$ cat config.mk
export PLATFORM = sky130hd
export DESIGN_NAME = pad_loop_tester
export DESIGN_NICKNAME = d
export VERILOG_FILES = /design/src/rtl/pad_loop_tester.sv
export SDC_FILE = /design/constraint.sdc
export NUM_CORES = 1
export LEC_CHECK = 0
export ABC_AREA = 0
export CORE_MARGIN = 2
export CORE_UTILIZATION = 51
export DETAILED_ROUTE_END_ITERATION = 16
export GPL_TIMING_DRIVEN = 0
export PLACE_DENSITY = 0.77
export SETUP_SLACK_MARGIN = 0.2
export SLEW_MARGIN = 20
export SYNTH_ARGS = -nofsm -noshare
export SYNTH_HDL_FRONTEND = slang
export SYNTH_SLANG_ARGS = --single-unit
$ cat constraint.sdc
create_clock -name clk -period 2.23 [get_ports clk]
set_input_delay 0.3345 -clock clk [delete_from_list [all_inputs] [get_ports clk]]
set_output_delay 0.3345 -clock clk [all_outputs]
set_load 0.02 [all_outputs]
$ cat src/rtl/pad_loop_tester.sv
// pad_loop_tester
//   Built-in self-test for the south-edge pad loopback pair. A PRBS7 stream
//   (x^7+x^6+1) is driven out of loop_pad_s_6 and sampled back on
//   loop_pad_s_7 through a LATENCY-deep synchronizer. Each returned bit is
//   compared against a delayed copy of what was sent. The checker counts
//   mismatches (saturating) and records the index of the first failing bit.
//
// Ports
//   clk, rst_n     core clock, asynchronous active-low reset
//   start          single-cycle test request, accepted in IDLE only
//   abort          cancels a running test (RUN/DRAIN)
//   length         number of pattern bits, sampled on start (0 = ignored)
//   seed           PRBS7 seed, sampled on start (0 replaced by 7'h01)
//   loop_out       pattern bit to the loop pad output driver
//   loop_oe        output enable for the loop pad driver
//   loop_in        raw asynchronous return from the partner loop pad
//   busy           high in RUN and DRAIN
//   done           one-cycle pulse at normal completion
//   pass           last completed test had zero errors
//   err_count      saturating mismatch count
//   first_err_idx  index of first mismatched bit, all-ones if none
module pad_loop_tester #(
  parameter int unsigned LEN_W   = 16,
  parameter int unsigned ERR_W   = 8,
  parameter int unsigned LATENCY = 2
) (
  input  logic             clk,
  input  logic             rst_n,
  input  logic             start,
  input  logic             abort,
  input  logic [LEN_W-1:0] length,
  input  logic [6:0]       seed,
  output logic             loop_out,
  output logic             loop_oe,
  input  logic             loop_in,
  output logic             busy,
  output logic             done,
  output logic             pass,
  output logic [ERR_W-1:0] err_count,
  output logic [LEN_W-1:0] first_err_idx
);

  typedef enum logic [1:0] {
    ST_IDLE,
    ST_RUN,
    ST_DRAIN,
    ST_DONE
  } state_t;

  state_t             state;
  logic [6:0]         lfsr;       // state for the next bit to launch
  logic [LEN_W-1:0]   last_idx;   // length-1, captured on start
  logic [LEN_W-1:0]   tx_idx;     // index of bit currently on loop_out
  logic [LEN_W-1:0]   rx_idx;     // index of bit at the checker
  logic               tx_vld;     // loop_out carries a freshly launched bit
  logic [LATENCY-1:0] sync_q;
  logic [LATENCY-1:0] exp_q;
  logic [LATENCY-1:0] vld_q;

  logic [6:0] seed_eff;
  logic       chk_vld;
  logic       chk_err;
  logic       chk_last;
  logic       do_abort;

  function automatic logic [6:0] prbs_next(input logic [6:0] s);
    return {s[5:0], s[6] ^ s[5]};
  endfunction

  always_comb begin
    seed_eff = (seed == 7'h00) ? 7'h01 : seed;
    chk_vld  = vld_q[LATENCY-1];
    chk_err  = chk_vld && (sync_q[LATENCY-1] != exp_q[LATENCY-1]);
    chk_last = chk_vld && (rx_idx == last_idx);
    do_abort = abort && ((state == ST_RUN) || (state == ST_DRAIN));
  end

  // Plain synchronizer on the asynchronous pad return.
  always_ff @(posedge clk or negedge rst_n) begin
    if (!rst_n) begin
      sync_q <= '0;
    end else begin
      sync_q <= {sync_q[LATENCY-2:0], loop_in};
    end
  end

  // The expected-bit pipeline is fed from the registered loop_out, so its
  // tail lines up with the synchronizer tail exactly LATENCY edges after
  // a bit is launched.
  always_ff @(posedge clk or negedge rst_n) begin
    if (!rst_n) begin
      state         <= ST_IDLE;
      lfsr          <= '0;
      last_idx      <= '0;
      tx_idx        <= '0;
      rx_idx        <= '0;
      tx_vld        <= 1'b0;
      exp_q         <= '0;
      vld_q         <= '0;
      loop_out      <= 1'b0;
      loop_oe       <= 1'b0;
      busy          <= 1'b0;
      done          <= 1'b0;
      pass          <= 1'b0;
      err_count     <= '0;
      first_err_idx <= '1;
    end else begin
      exp_q <= {exp_q[LATENCY-2:0], loop_out};
      vld_q <= {vld_q[LATENCY-2:0], tx_vld};
      done  <= 1'b0;

      // Checker; a partial result is frozen on the abort edge.
      if (chk_vld && !do_abort) begin
        rx_idx <= rx_idx + 1'b1;
        if (chk_err) begin
          if (err_count != '1) begin
            err_count <= err_count + 1'b1;
          end
          if (first_err_idx == '1) begin
            first_err_idx <= rx_idx;
          end
        end
      end

      case (state)
        ST_IDLE: begin
          loop_out <= 1'b0;
          loop_oe  <= 1'b0;
          if (start && (length != '0)) begin
            // Bit 0 is launched on the accepting edge itself.
            state         <= ST_RUN;
            loop_out      <= seed_eff[6];
            lfsr          <= prbs_next(seed_eff);
            loop_oe       <= 1'b1;
            busy          <= 1'b1;
            tx_idx        <= '0;
            tx_vld        <= 1'b1;
            rx_idx        <= '0;
            last_idx      <= length - 1'b1;
            err_count     <= '0;
            first_err_idx <= '1;
            pass          <= 1'b0;
          end
        end

        ST_RUN: begin
          if (do_abort) begin
            state    <= ST_IDLE;
            loop_out <= 1'b0;
            loop_oe  <= 1'b0;
            busy     <= 1'b0;
            tx_vld   <= 1'b0;
            vld_q    <= '0;
            pass     <= 1'b0;
          end else if (tx_idx == last_idx) begin
            state  <= ST_DRAIN;
            tx_vld <= 1'b0;
          end else begin
            tx_idx   <= tx_idx + 1'b1;
            loop_out <= lfsr[6];
            lfsr     <= prbs_next(lfsr);
          end
        end

        ST_DRAIN: begin
          if (do_abort) begin
            state    <= ST_IDLE;
            loop_out <= 1'b0;
            loop_oe  <= 1'b0;
            busy     <= 1'b0;
            tx_vld   <= 1'b0;
            vld_q    <= '0;
            pass     <= 1'b0;
          end else if (chk_last) begin
            // The final comparison lands on this same edge.
            state    <= ST_DONE;
            done     <= 1'b1;
            pass     <= (err_count == '0) && !chk_err;
            loop_out <= 1'b0;
            loop_oe  <= 1'b0;
            busy     <= 1'b0;
          end
        end

        ST_DONE: begin
          state <= ST_IDLE;
        end

        default: begin
          state <= ST_IDLE;
        end
      endcase
    end
  end

endmodule

==> run metrics <==
status=completed; Finished Layout Cells=748; initial antenna violation count=0; relative slew slack=63.4%; CTS tree=built; drt wl/cell=16.9 µm; share of layout cells above drive strength 1=25.2%; Seq cells post-synth=93; Crit Path Category=in2reg; Max IR drop VDD=0.868 mV; filler instances=611; Tcrit/Tclk final=99.4%; DP Cell Count=692; y dimension of the die=102 µm; synthesized cell area=0.00486 mm²; crit-path max FO=5; CTS root buffer=clkbuf_8; first-pass GRT wire length=19700 µm; Total GRT Usage=24.4%; CTS H-tree lvls=3; diode count=0; commonest non-fill, non-tap cell in the layout=dfrtp_1; DR iter-0 viols=270; crit path time final=2.22 ns; crit path capture type=flip-flop; sequential share of power=34.9%; RSZ-0062 raised after global routing=true; Residual DRC=0; # rows=35; Reg clk slew, reported paths=0.09 ns; Post-synth EDFFs=0; Gate power share=49.1%; # IOs=57; startpoint types=input port; core area=0.00924 mm²; DP Wirelength=8210 µm; clk_lat worst skew=0.36 ns; Pint=4.44 mW; Hold Crit Class=in2reg; Post-Route WL=12600 µm; total die area=0.0103 mm²; Area Overhead vs Synth=36.1%; maximum clock rate=0.451 GHz; Clk pwr share=16.1%; switching share of total power=39.0%; DRT antenna net count=0; Min Hold Slack=0.274 ns; CTS Buf Count=9; number of vias per cell=5.61; Hold Vio Cnt, Final=0; vias=4198; P per Cell Area=1100 mW/mm²; GP Congestion=0.922; CTS sink count=93; Yosys warnings=0; switching pwr=2.84 mW; vias in the first global route=3955; fraction of registers with async set or reset after synthesis=100%; Final setup viols=0; sequential area share after synthesis=48.3%; largest net degree at the start of global routing=70; most frequent cells in the layout=dfrtp_1, nand2_1, xor2_1, clkdlybuf4s50_1, nor2_1; Primary FF master, synth=dfrtp_1; Syn Area/Cell=9.60 µm²; GRT Residual Overflow=0; Static Leak=2.92 nW; Synth Instances=506; Port Buf Inserts=56; worst path required time=2.54 ns; first drt pass iteration count=6; Slew Limit Fails=0; Crit path arrival time=2.52 ns; chip width=102 µm; Setup Skew=0.0121 ns; Clock Path Buffers=2; Post-Syn Nets=544; Netlist cell types=50; initial core utilization=52.6%; nets=652; Worst-Margin Slew=0.546 ns; # Max-Cap Violations=0
[routing by layer]
layer | global-route usage (%) | wire [µm] | part of all wire (%) | vias up
met2 | 38.7 | 6390 | 51 | 135
li1 | - | - | - | 1975
met3 | 3.80 | 533 | 4.2 | 26
met4 | 6.55 | 202 | 1.6 | 0
met5 | 0 | 0 | 0 | -
met1 | 35.0 | 5510 | 44 | 2062
[sequential cells by signal, indices dropped and copies added (netlist names)]
name / cells
tx_vld: 1
done: 1
state: 2
pass: 1
rx_idx: 16
vld_q: 2
err_count: 8
last_idx: 16
first_err_idx: 16
tx_idx: 16
sync_q: 2
loop_oe: 1
loop_out: 1
exp_q: 2
busy: 1
lfsr: 7
[final timing paths]
| check | startpoint | to | slack, ns | depth (start not counted) |
|---|---|---|---|---|
| worst max-delay path | length[3] | tx_idx[11]$_DFFE_PN0P_ | 0.01 | 9 |
| worst min-delay path | length[12] | last_idx[12]$_DFFE_PN0P_ | 0.27 | 3 |
| worst max register to register | tx_idx[5]$_DFFE_PN0P_ | loop_out$_DFFE_PN0P_ | 0.07 | 6 |
| worst min register to register | exp_q[0]$_DFF_PN0_ | exp_q[1]$_DFF_PN0_ | 0.36 | 0 |
| max in group asynchronous | rst_n | first_err_idx[0]$_DFF_PN1_ | 1.20 | 3 |
| min in group asynchronous | rst_n | err_count[3]$_DFF_PN0_ | 0.39 | 2 |
[layout make-up]
type,instances,area [µm²],area share (%)
inverters,13,48.8,0.738
clock inverters,5,65.1,0.984
well taps,129,161,2.44
multi-input cells,384,2710,41.0
flip-flops and latches,93,2350,35.6
clock buffers,11,141,2.14
repair buffers,97,987,14.9
plain buffers,16,146,2.21
[kinds of logic after synthesis]
logic type	synth area share [%]
and+or+nand+nor	21.3
AOI/OAI and AO/OA	10.2
xor gates and xnor gates	12.4
muxes	2.60
adders and majority gates	2.58
DFF	48.3
buffers and inverters	2.63
[power groups by stage]
stage          Clock, mW  Combinational (mW)  Sequential, mW
2_1_floorplan          0                1.62            2.53
3_3_place_gp           0                2.32            2.52
3_5_place_dp           0                2.40            2.54
4_1_cts             1.19                2.93            2.51
5_1_grt             1.27                3.88            2.58
6_report            1.17                3.57            2.54
[Yosys cell counts, types with 7 or more instances]
master     n  area [µm²]
or3_1      7        43.8
nand3_1   14        70.1
o21ai_0   49         245
inv_1     13        48.8
clkbuf_1  11        41.3
or4_1      9        67.6
ha_1      10         125
nand4_1   17         106
nor2_1    47         176
nor3_1     8        40.0
dfstp_2   16         420
xnor2_1   21         184
dfrtp_1   77        1930
mux2i_1    7        70.1
nor4_1    11        68.8
nand2_1   65         244
xor2_1    48         420
a21oi_1   11        55.1
and3_1     9        56.3
[through the flow]
step | setup TNS (ns) | setup WS [ns] | power (mW) | cell area, µm² | utilization [%]
3_3_place_gp | -267.49 | -2.48 | 4.84 | 5630 | 61.0
5_1_grt | -0.0844 | -0.0238 | 7.73 | 6610 | 71.6
2_1_floorplan | -0.663 | -0.0943 | 4.15 | 4910 | -
3_5_place_dp | -58.71 | -0.868 | 4.94 | 5660 | 61.3
6_report | 0 | 0.0135 | 7.28 | 6610 | 71.6
4_1_cts | 0 | 0.0232 | 6.63 | 6200 | 67.1
[worst max-delay path, stage by stage]
cell and delay [ns]:
buf_8 0.10, or3_4 0.38, or4_4 0.57, o311ai_4 0.33, buf_6 0.16, nor2_4 0.05, buf_6 0.13, or4_4 0.40
nand2_1 0.08
[timing repair]
item	in CTS	in global routing
pin swaps	25	29
buffers inserted	14	21
setup endpoints to repair	86	54
gates cloned	3	2
resized for setup	81	63
hold buffers	1	0
endpoints found under the hold margin	24	0
Note: power is estimated with default switching activity, not from simulation.
